$ cat src/rtl/processor_config.sv
// Shared beat widths of the axis_processor core and the blocks wrapped around it.
package processor_config;
  localparam int INP_WIDTH = 8;
  localparam int OUT_WIDTH = 8;
endpackage

$ cat src/rtl/axis_proc_arbiter.sv
// Round-robin, packet-granular sharing of one processor among N_REQ streams; responses are steered back by an ID FIFO.
// Command and response paths are combinational (1-cycle grant latency, one bubble per packet); full ID FIFO stalls commands.
module axis_proc_arbiter #(
  parameter int N_REQ       = 4,
  parameter int INP_WIDTH   = processor_config::INP_WIDTH,
  parameter int OUT_WIDTH   = processor_config::OUT_WIDTH,
  parameter int RSP_PER_CMD = 1,
  parameter int ID_DEPTH    = 8
) (
  input  logic                       clk,
  input  logic                       arstn,
  input  logic [N_REQ*INP_WIDTH-1:0] s_axis_tdata,
  input  logic [N_REQ-1:0]           s_axis_tvalid,
  input  logic [N_REQ-1:0]           s_axis_tlast,
  output logic [N_REQ-1:0]           s_axis_tready,
  output logic [INP_WIDTH-1:0]       p_cmd_tdata,
  output logic                       p_cmd_tvalid,
  input  logic                       p_cmd_tready,
  input  logic [OUT_WIDTH-1:0]       p_rsp_tdata,
  input  logic                       p_rsp_tvalid,
  output logic                       p_rsp_tready,
  output logic [N_REQ*OUT_WIDTH-1:0] m_axis_tdata,
  output logic [N_REQ-1:0]           m_axis_tvalid,
  input  logic [N_REQ-1:0]           m_axis_tready,
  output logic                       err
);

  localparam int IDW = $clog2(N_REQ);
  localparam int PW  = $clog2(ID_DEPTH);
  localparam int BW  = (RSP_PER_CMD > 1) ? $clog2(RSP_PER_CMD) : 1;

  typedef enum logic {IDLE, GRANT} state_t;

  state_t         state;
  logic [IDW-1:0] gnt;
  logic [IDW-1:0] last;
  logic [IDW-1:0] nxt;
  logic [IDW-1:0] cand;
  logic           nxt_found;
  logic [IDW-1:0] id_mem [ID_DEPTH];
  logic [PW-1:0]  wr_ptr;
  logic [PW-1:0]  rd_ptr;
  logic [PW:0]    cnt;
  logic [BW-1:0]  beat;
  logic           empty;
  logic           full;
  logic           bypass;
  logic           head_vld;
  logic [IDW-1:0] head;
  logic           cmd_hs;
  logic           rsp_hs;
  logic           done;
  logic           push;
  logic           pop;

  // First valid requester after the last one served, wrapping around.
  always_comb begin
    nxt       = last;
    nxt_found = 1'b0;
    cand      = last;
    for (int k = 1; k <= N_REQ; k++) begin
      cand = IDW'((int'(last) + k) % N_REQ);
      if (!nxt_found && s_axis_tvalid[cand]) begin
        nxt       = cand;
        nxt_found = 1'b1;
      end
    end
  end

  assign empty = (cnt == '0);
  assign full  = (cnt == (PW+1)'(ID_DEPTH));

  always_comb begin
    s_axis_tready = '0;
    p_cmd_tvalid  = 1'b0;
    p_cmd_tdata   = '0;
    if (state == GRANT) begin
      p_cmd_tdata        = s_axis_tdata[gnt*INP_WIDTH +: INP_WIDTH];
      p_cmd_tvalid       = s_axis_tvalid[gnt] && !full;
      s_axis_tready[gnt] = p_cmd_tready && !full;
    end
  end

  // Bypass lets a zero-latency processor answer the command it is accepting right now.
  assign bypass       = empty && (state == GRANT) && s_axis_tvalid[gnt] && !full;
  assign head_vld     = !empty || bypass;
  assign head         = empty ? gnt : id_mem[rd_ptr];
  assign p_rsp_tready = head_vld && m_axis_tready[head];
  assign m_axis_tdata = {N_REQ{p_rsp_tdata}};

  always_comb begin
    m_axis_tvalid = '0;
    if (head_vld)
      m_axis_tvalid[head] = p_rsp_tvalid;
  end

  assign cmd_hs = p_cmd_tvalid && p_cmd_tready;
  assign rsp_hs = p_rsp_tvalid && p_rsp_tready;
  assign done   = rsp_hs && (beat == BW'(RSP_PER_CMD - 1));
  assign pop    = done && !empty;
  assign push   = cmd_hs && !(done && empty);

  always_ff @(posedge clk or negedge arstn) begin
    if (!arstn) begin
      state  <= IDLE;
      gnt    <= '0;
      last   <= IDW'(N_REQ - 1);
      wr_ptr <= '0;
      rd_ptr <= '0;
      cnt    <= '0;
      beat   <= '0;
      err    <= 1'b0;
    end else begin
      case (state)
        IDLE: if (nxt_found) begin
          gnt   <= nxt;
          state <= GRANT;
        end
        GRANT: if (cmd_hs && s_axis_tlast[gnt]) begin
          last  <= gnt;
          state <= IDLE;
        end
        default: state <= IDLE;
      endcase
      if (push)
        wr_ptr <= wr_ptr + PW'(1);
      if (pop)
        rd_ptr <= rd_ptr + PW'(1);
      cnt <= cnt + (PW+1)'(push) - (PW+1)'(pop);
      if (rsp_hs)
        beat <= done ? '0 : beat + BW'(1);
      // A completed response with nobody on record to own it.
      if (done && empty && !cmd_hs)
        err <= 1'b1;
    end
  end

  always_ff @(posedge clk) begin
    if (push)
      id_mem[wr_ptr] <= gnt;
  end

endmodule
$ cat config.mk
export PLATFORM = sky130hd
export DESIGN_NAME = axis_proc_arbiter
export DESIGN_NICKNAME = d
export VERILOG_FILES = /design/src/rtl/processor_config.sv /design/src/rtl/axis_proc_arbiter.sv
export SDC_FILE = /design/constraint.sdc
export NUM_CORES = 1
export LEC_CHECK = 0
export ABC_AREA = 0
export CAP_MARGIN = 0
export CORE_ASPECT_RATIO = 0.7
export CORE_MARGIN = 1.5
export CORE_UTILIZATION = 42
export DETAILED_ROUTE_END_ITERATION = 8
export GPL_ROUTABILITY_DRIVEN = 0
export PLACE_DENSITY = 0.87
export SLEW_MARGIN = 30
export SYNTH_ARGS = -nofsm -noshare
export SYNTH_HDL_FRONTEND = slang
export SYNTH_SLANG_ARGS = --single-unit
$ cat constraint.sdc
create_clock -name clk -period 4.26 [get_ports clk]
set_input_delay 0.852 -clock clk [delete_from_list [all_inputs] [get_ports clk]]
set_output_delay 0.852 -clock clk [all_outputs]
set_load 0.01 [all_outputs]
==> results_dict.tcl <==
set metrics [dict create \
    clock_latency_ns 0.29 \
    vias 1730 \
    vias_per_cell 5.36 \
    worst_setup_path_end_kind "output pin" \
    critPathTopFamily "buffers and inverters" \
    grt-ovfl-total 0 \
    die_area_um2 6210 \
    critPathMaxFanout 5 \
    fin_crit_sh_pct 92.2 \
    coreArea_um2 5400 \
    grt_antenna_before_repair 0 \
    fin_tns_setup_ns 0 \
    initial_utilization_pct 44.7 \
    drive_gt1_share_pct 13.9 \
    synthTopCellsByArea "edfxtp_1, dfrtp_1, mux4_2" \
    grt_pass1_vias 1640 \
    place_hpwl_mm 4.16 \
    ys_types 49 \
    wl_mm 5.32 \
    relSlewSlack_pct 48.2 \
    finalHoldViolations 0 \
    synth_fp_nets 281 \
    hold_buffers 0 \
    die_h_um 66.4 \
    die_x_um 93.5 \
    root_buffer "clkbuf_8" \
    synth_area_per_cell_um2 11.2 \
    ctsHtreeMaxLevel 2 \
    setup_viol 0 \
    whs_ns 0.562 \
    slowest_stage "clkdlybuf4s50_1" \
    ys_ff_latch 33 \
    outcome "finished clean" \
    critPathRequiredTime_ns 3.41 \
    synth_top_area_share_pct 19.9 \
    clkSlewWorstSetupHoldPaths_ns 0.06 \
    max_freq_mhz 255 \
    period_minus_slack_ns 3.93 \
    grt_start_max_net_pins 20 \
    ys.flop_type "edfxtp_1" \
    port_buffers 66 \
    diodes 0 \
    yosysMostFrequentCell "buf_4" \
    dpl_worst_slack_ns 0.352 \
    grt_pass1_wl_mm 8.22 \
    yosysSeqAreaShare_pct 37.7 \
    netlist_area_um2 2410 \
    maxCapViolCount 0 \
    power.leakage_nw 1.15 \
    cts_buffer_depth 2 \
    nFillCells 465 \
    rsz0062_at_grt "false" \
    critPathMaxStageDelay_ns 0.56 \
    firstDrtPassIters 4 \
    cts_tree "yes" \
    cp_num_buf_inv 2 \
    crit_path_start_kind "input port" \
    drc 0 \
    yosysWarnings 0 \
    final-max-slew-violation-count 0 \
    post_cts_buffers 0 \
    cts_made_buffers 5 \
    avgRoutedWirePerCell_um 16.5 \
    synth_largest_area_cell "edfxtp_1" \
    ant_nets 0 \
    area_delta_synth_final_pct 22.3 \
    crit_path_frequent_cell "clkdlybuf4s50_1" \
    synthTopCellsByCount "buf_4, edfxtp_1, nor2_1" \
    num_rows 22 \
    vdd_ir_drop_max_mv 0.443 \
    crit_arrival_ns 3.07 \
    setup_slack_ns 0.333 \
    post_cts_resize_count 0 \
    syn_inst 216 \
    clock_skew_ns 0.00580 \
    tightest_slew_ns 0.775 \
    async_reset_ff_share_pct 51.5 \
    crit_chain "clkdlybuf4s50_1 -> mux4_2 -> nand2_1 -> o21a_1 -> nor2b_1 -> nand2b_1 -> nor2_1 -> clkdlybuf4s50_1" \
    crit_type "input port to output pin" \
    synth_edf_count 16 \
    p_per_area_nw_per_um2 691 \
    cts_sinks 33 \
    io_pins 107 \
    fin_nets 315 \
    grtUsageTotal_pct 17.6 \
    drt_iter0_markers 221 \
    hold_class "flop to flop" \
]
## stage by stage
step	area (um2)	total power [W]	instances	utilization [%]
final	2950	0.00204	323	54.6
after global routing	2950	0.00219	323	54.6
after CTS	2950	0.00205	323	54.6
after detailed placement	2850	0.00178	315	52.8
after global placement	2850	0.00175	315	52.8
after floorplan	2410	0.00143	216	-
## area by class of cell
type                    instances  area, um2  share of cell area (%)
repair buffers                 69        683                    23.2
multi-input cells             130       1120                    38.1
well taps                      72       90.1                    3.06
inverters                      11       41.3                    1.40
clock inverters                 1       5.00                   0.170
flip-flops and latches         33        908                    30.8
clock buffers                   7       96.3                    3.27
## registers in the layout, summed over array words and instances (netlist names)
register and cells:
rd_ptr 3, beat 1, err 1, last 2, state 1, gnt 2
id_mem 16, wr_ptr 3, cnt 4
## worst reg2reg max path, cell delays in order (launching register included)
cell and delay [ns]:
dfrtp_1 0.61, mux2i_1 0.16, mux4_2 0.54, mux2_4 0.34, a211oi_4 0.38, o21ai_2 0.25
ha_1 0.34, inv_1 0.04, ha_1 0.19, fa_1 0.38, xor2_1 0.15
## per-layer routing
| metal | wire length [um] | up-vias | track usage [%] |
|---|---|---|---|
| met1 | 2360 | 823 | 23.9 |
| li1 | - | 819 | - |
| met3 | 576 | 2 | 6.32 |
| met5 | 0 | - | 0 |
| met4 | 8 | 0 | 4.48 |
| met2 | 2380 | 86 | 26.9 |
## power breakdown
part | switching, W | internal [W] | total, W
Sequential | 0.000157 | 0.000463 | 0.000619
Clock | 0.000113 | 0.000146 | 0.000259
Combinational | 0.000537 | 0.000620 | 0.00116
## worst paths after layout
check / slack [ns] / cells after the start / endpoint / start
setup / recovery: 0.33 / 8 / m_axis_tvalid[0] / s_axis_tvalid[1]
min in group asynchronous: 1.02 / 1 / wr_ptr[1] / arstn
setup reg to reg: 0.76 / 10 / cnt[2] / rd_ptr[0]
hold reg to reg: 0.56 / 1 / err / err
hold / removal: 0.56 / 1 / err / err
max in group asynchronous: 2.75 / 1 / gnt[1] / arstn
## kinds of logic after synthesis
logic type	Yosys count	synth area share, %
AOI/OAI and AO/OA	26	7.84
adders and majority gates	9	4.98
DFF	33	37.7
muxes	27	17.3
buffers and inverters	53	15.7
and+or+nand+nor	62	14.3
xor gates and xnor gates	6	2.18
## placed cells by master (no fill, tap or decap), drive strengths merged, types with 3 or more instances in the layout
cell type	instances
nor2b	4
nor4	5
dfrtp	15
clkbuf	7
buf	3
ha	8
mux2i	11
mux2	5
nor3b	3
o21ai	4
nor2	16
and2	9
nand2	11
clkdlybuf4s50	66
nor3	7
xor2	3
xnor2	3
inv	11
edfxtp	16
mux4	11
a21oi	7
Power figures use the tool's default switching activity.
